File: src/rtl/seg_scan_pkg.sv
// Shared seven-segment display definitions.
// Segment vectors are {g,f,e,d,c,b,a}, active-low, so a 0 bit lights a segment.
// Other display blocks import these constants so every block draws the same glyphs.
package seg_scan_pkg;

    typedef enum logic [1:0] {
        StIdle,
        StBlank,
        StShow
    } scan_state_e;

    // All segments off.
    localparam logic [6:0] SegDark = 7'h7F;

    // Glyphs 0..F, indexed by nibble value (element 0 is the rightmost entry).
    localparam logic [15:0][6:0] SegHex = {
        7'b0001110,  // F
        7'b0000110,  // E
        7'b0100001,  // d
        7'b1000110,  // C
        7'b0000011,  // b
        7'b0001000,  // A
        7'b0010000,  // 9
        7'b0000000,  // 8
        7'b1111000,  // 7
        7'b0000010,  // 6
        7'b0010010,  // 5
        7'b0011001,  // 4
        7'b0110000,  // 3
        7'b0100100,  // 2
        7'b1111001,  // 1
        7'b1000000   // 0
    };

endpackage

File: src/rtl/hex_to_seg7.sv
// Combinational hex nibble to seven-segment decoder.
//   hex : 4-bit value to display
//   seg : active-low cathode pattern {g,f,e,d,c,b,a}
module hex_to_seg7
    import seg_scan_pkg::*;
(
    input  logic [3:0] hex,
    output logic [6:0] seg
);

    assign seg = SegHex[hex];

endmodule

File: src/rtl/seg_scan.sv
// Multiplexed seven-segment display scanner.
// Steps through DIGITS digits, one per rising transition of scan_clk, and inserts
// BLANK_CYCLES cycles with every anode off after each switch so that the previous
// digit's pattern never ghosts onto the next one. All outputs are registered.
//   clk        : clock, all state changes on its rising edge
//   rst_n      : synchronous active-low reset
//   en         : scan enable; low forces the display dark and holds digit_idx
//   scan_clk   : divided scan rate, synchronous to clk
//   data       : one hex nibble per digit, digit k at data[4k+3:4k]
//   dp         : decimal point request per digit, 1 = lit
//   digit_mask : per-digit enable, 1 = digit may light
//   an         : anodes, active-low, at most one low
//   seg        : cathodes {g,f,e,d,c,b,a}, active-low
//   dp_n       : decimal point cathode, active-low
//   digit_idx  : currently selected digit
module seg_scan
    import seg_scan_pkg::*;
#(
    parameter int unsigned DIGITS       = 8,
    parameter int unsigned BLANK_CYCLES = 4
) (
    input  logic                      clk,
    input  logic                      rst_n,
    input  logic                      en,
    input  logic                      scan_clk,
    input  logic [4*DIGITS-1:0]       data,
    input  logic [DIGITS-1:0]         dp,
    input  logic [DIGITS-1:0]         digit_mask,
    output logic [DIGITS-1:0]         an,
    output logic [6:0]                seg,
    output logic                      dp_n,
    output logic [$clog2(DIGITS)-1:0] digit_idx
);

    localparam int unsigned     IdxW      = $clog2(DIGITS);
    localparam logic [IdxW-1:0] LastIdx   = IdxW'(DIGITS - 1);
    localparam logic [7:0]      BlankLoad = 8'(BLANK_CYCLES - 1);

    scan_state_e       state_q, state_d;
    logic [7:0]        blank_cnt_q, blank_cnt_d;
    logic [IdxW-1:0]   idx_q, idx_d;
    logic              scan_prev_q;
    logic              tick;
    logic [DIGITS-1:0] an_q, an_d;
    logic [6:0]        seg_q, seg_d;
    logic              dp_n_q, dp_n_d;
    logic [3:0]        nibble;
    logic [6:0]        seg_dec;
    logic [DIGITS-1:0] an_sel;

    assign tick   = scan_clk & ~scan_prev_q;
    assign nibble = data[{idx_q, 2'b00} +: 4];

    hex_to_seg7 u_dec (
        .hex (nibble),
        .seg (seg_dec)
    );

    // Anode pattern for the selected digit; a masked digit keeps its slot but stays dark.
    always_comb begin
        an_sel = '1;
        if (digit_mask[idx_q]) begin
            an_sel[idx_q] = 1'b0;
        end
    end

    always_comb begin
        state_d     = state_q;
        blank_cnt_d = blank_cnt_q;
        idx_d       = idx_q;
        an_d        = '1;
        seg_d       = SegDark;
        dp_n_d      = 1'b1;

        // en has priority over any tick, so a coincident tick never advances the digit.
        if (!en) begin
            state_d = StIdle;
        end else begin
            unique case (state_q)
                StIdle: begin
                    state_d     = StBlank;
                    blank_cnt_d = BlankLoad;
                end
                StBlank: begin
                    // Ticks are ignored here; the divider keeps them well apart.
                    if (blank_cnt_q == 8'd0) begin
                        // Latch the glyph once on entry so mid-slot data edits stay hidden.
                        state_d = StShow;
                        an_d    = an_sel;
                        seg_d   = seg_dec;
                        dp_n_d  = ~dp[idx_q];
                    end else begin
                        blank_cnt_d = blank_cnt_q - 8'd1;
                    end
                end
                StShow: begin
                    if (tick) begin
                        state_d     = StBlank;
                        blank_cnt_d = BlankLoad;
                        idx_d       = (idx_q == LastIdx) ? '0 : idx_q + 1'b1;
                    end else begin
                        an_d   = an_sel;
                        seg_d  = seg_q;
                        dp_n_d = dp_n_q;
                    end
                end
                default: state_d = StIdle;
            endcase
        end
    end

    always_ff @(posedge clk) begin
        if (!rst_n) begin
            state_q     <= StIdle;
            blank_cnt_q <= 8'd0;
            idx_q       <= '0;
            scan_prev_q <= 1'b0;
            an_q        <= '1;
            seg_q       <= SegDark;
            dp_n_q      <= 1'b1;
        end else begin
            state_q     <= state_d;
            blank_cnt_q <= blank_cnt_d;
            idx_q       <= idx_d;
            scan_prev_q <= scan_clk;
            an_q        <= an_d;
            seg_q       <= seg_d;
            dp_n_q      <= dp_n_d;
        end
    end

    assign an        = an_q;
    assign seg       = seg_q;
    assign dp_n      = dp_n_q;
    assign digit_idx = idx_q;

endmodule

File: config.mk
export PLATFORM = sky130hd
export DESIGN_NAME = seg_scan
export DESIGN_NICKNAME = d
export VERILOG_FILES = /design/src/rtl/seg_scan_pkg.sv /design/src/rtl/hex_to_seg7.sv /design/src/rtl/seg_scan.sv
export SDC_FILE = /design/constraint.sdc
export NUM_CORES = 1
export LEC_CHECK = 0
export ABC_AREA = 1
export CORE_MARGIN = 2
export CORE_UTILIZATION = 30
export DETAILED_ROUTE_END_ITERATION = 10
export SLEW_MARGIN = 0
export SYNTH_ARGS = -nofsm -noshare
export SYNTH_HDL_FRONTEND = slang
export SYNTH_SLANG_ARGS = --single-unit
File: constraint.sdc
create_clock -name clk -period 2.36 [get_ports clk]
set_input_delay 0.472 -clock clk [delete_from_list [all_inputs] [get_ports clk]]
set_output_delay 0.472 -clock clk [all_outputs]
set_load 0.05 [all_outputs]
==> results of run 1 <==
## synthesized netlist by cell type, types with 2 or more instances
cell type and number:
a31oi_1 2, nand4_1 4, nor3b_1 4, ha_1 15
clkbuf_1 2, o21ai_1 2, o21ai_0 17, nand3_2 4
nand2_4 3, inv_2 6, nor2_4 3, xor2_1 3
nand3_1 34, nand2_1 97, and3_1 2, inv_1 39
nand2_2 4, dfxtp_1 30, a211oi_1 2, a21oi_1 13
nor2_2 7, nor2_1 24, buf_6 4
## worst min-delay path by stage
stage / startpoint / endpoint / cells past startpoint
3_5_place_dp: blank_cnt_q[0] / blank_cnt_q[0] / 1
5_1_grt: blank_cnt_q[6] / blank_cnt_q[6] / 2
3_3_place_gp: blank_cnt_q[0] / blank_cnt_q[0] / 1
4_1_cts: blank_cnt_q[0] / blank_cnt_q[0] / 1
2_1_floorplan: blank_cnt_q[0] / blank_cnt_q[0] / 1
6_report: blank_cnt_q[0] / blank_cnt_q[0] / 1
## state kept, by name, indices dropped and copies added, names as in the netlist
name / count
dp_n: 1
digit_idx: 3
an: 8
scan_prev_q: 1
blank_cnt_q: 8
seg: 7
state_q: 2
## per-layer routing
metal | up-vias | part of all wire, % | global-route usage, %
met2 | 61 | 45 | 26.1
met1 | 1055 | 48 | 20.6
met3 | 10 | 5.1 | 3.47
li1 | 1227 | - | -
met4 | 0 | 1.6 | 5.02
met5 | - | 0 | 0
## area by class of cell
class / instances / area, um2
fillers: 734 / 4040
multi-input cells: 249 / 1350
repair buffers: 79 / 778
flip-flops and latches: 30 / 602
inverters: 47 / 179
well taps: 99 / 124
clock buffers: 6 / 82.6
clock inverters: 2 / 12.5
## where the power goes
group / switching [uW] / leakage, uW / internal [uW]
Combinational: 179 / 0.00117 / 162
Clock: 208 / 0.0000472 / 234
Sequential: 12.0 / 0.000245 / 525
## metrics by stage
stage / cell area (um2) / cells / hold WS [ps]
2_1_floorplan: 2200 / 333 / 439
3_3_place_gp: 3040 / 504 / 454
3_5_place_dp: 3040 / 504 / 460
6_report: 3130 / 512 / 471
5_1_grt: 3130 / 512 / 494
4_1_cts: 3130 / 512 / 471
## cell families (layout without fill, tap and decap cells)
family | count (synthesis) | count (layout) | share of synthesized area (%)
AOI/OAI and AO/OA | 39 | 39 | 9.73
xor gates and xnor gates | 3 | 3 | 1.19
adders and majority gates | 15 | 15 | 8.53
buffers and inverters | 54 | 134 | 11.1
DFF | 30 | 30 | 27.3
and+or+nand+nor | 192 | 192 | 42.1
## placed cells by master, fill, tap and decap left out, types with 3 or more instances in the layout
| cell | synthesis | final |
|---|---|---|
| a21oi_1 | 13 | 13 |
| nor2_2 | 7 | 7 |
| nand4_1 | 4 | 4 |
| nor2_1 | 24 | 24 |
| nand3_1 | 34 | 34 |
| buf_4 | 0 | 9 |
| clkbuf_8 | 1 | 6 |
| clkdlybuf4s50_1 | 0 | 69 |
| nand3_2 | 4 | 4 |
| dfxtp_1 | 30 | 29 |
| nand2_4 | 3 | 3 |
| nand2_1 | 97 | 97 |
| ha_1 | 15 | 15 |
| xor2_1 | 3 | 3 |
| o21ai_0 | 17 | 17 |
| nor2_4 | 3 | 3 |
| inv_2 | 6 | 6 |
| nor3b_1 | 4 | 4 |
| nand2_2 | 4 | 4 |
| inv_1 | 39 | 39 |
==> qor.csv, run 1 <==
metric,value,unit
Critical Path AT,1670,ps
Crit Reg-Reg Endpoint,seg[1],
Yosys warning count,0,
Tightest Hold Check Type,reg -> reg,
reg2reg path depth,15,
setup violators final,0,
"area leader, netlist",dfxtp_1,
Syn Nets,400,
Initial Util,30.7,%
Pwr Total,1320,uW
Crit Path Class,reg -> out,
Post-Route Skew,7.76,ps
layout net count,479,
clock root cell,clkbuf_8,
outcome,"finished, final reports clean",
syn avg cell area,6.61,um2
I/O Buffers,70,
postcts setup bufs,0,
row cnt,31,
Die ar.,8030,um2
CTS tree,done,
IO Pins,71,
die width,89.6,um
CTS Buffer Depth,2,
WP data required,1890,ps
initial antenna violation count,0,
Worst Setup EP,digit_idx[2],
RSZ-0062 raised after global routing,false,
H-tree depth,2,
worst setup path startpoint,digit_idx[2],
Yosys top cell area share,27.3,%
Fmax,468,MHz
post-cts repair resize count,0,
first-pass GRT wire length,9970,um
final core utilization,43.6,%
gr ovfl total,0,
Slew @ Worst Pin,508,ps
peak supply drop,275,uV
number of cells on the critical path,1,
#FFs+latches synth,30,
Crit path max-delay family,buffers and inverters,
Mapped Area,2200,um2
max_cap viols,0,
"Worst Setup Slack, final",222,ps
Post-CTS Hold Buffers,0,
Final min period,2140,ps
CP Buf/Inv Count,1,
Final Hold Vio Count,0,
Final Cycle Share,90.6,%
diodes inserted,0,
PwrDens,421,nW/um2
setup TNS,0,ps
core area,7180,um2
Reg2Reg Setup Slack,250,ps
share of cells above drive strength 1,12.1,%
vias in the first global route,2165,
Layout area overhead,42.4,%
max incr delay on CP,880,ps
clock transition at the registers of the reported paths,70,ps
Die H,89.6,um
clk_lat worst skew,290,ps
placed wire-length estimate,4720,um
ordered list of cells on the worst path,clkdlybuf4s50_1,
Startpoint Class,register,
WL final,6080,um
DRT iter0 DRCs,84,
Post-synth ARST share,0,%
total CTS buffers,5,
FF-to-FF Start,digit_idx[2],
vias per cell,4.60,
CTS sink cnt,30,
DRT Pass-1 Iters,4,
DRC Markers,0,
GRT Total Usage,15.8,%
Slew Limit Fails,0,
DR WL/cell,11.9,um
pin count of the biggest net entering global routing,21,
Worst path slowest cell,clkdlybuf4s50_1,
RePlAce Congestion,0.867,
library cells used by synthesis,35,
Post-synth top flop,dfxtp_1,
register area share after synthesis,27.3,%
antenna-violating nets left,0,
via count,2353,
Area contributors post-synth,"dfxtp_1 (27%), nand2_1 (17%), ha_1 (8.5%)",
Setup WS pre-CTS,82.8,ps
crit-path max FO,7,
Post-synth EDFFs,0,
Static Leakage,0.00146,uW
Max-slew headroom,66.0,%
Post-Syn Instances,333,
Crit. End Element,output pin,
No activity file was read; power rests on OpenSTA's default activity.
==> run 2, diff against run 1 <==
Settings changed: CTS_BUF_LIST set to sky130_fd_sc_hd__clkbuf_8.
==> results of run 2 <==
Same layout as run 1: the final DEF is identical, and so are final timing and power.
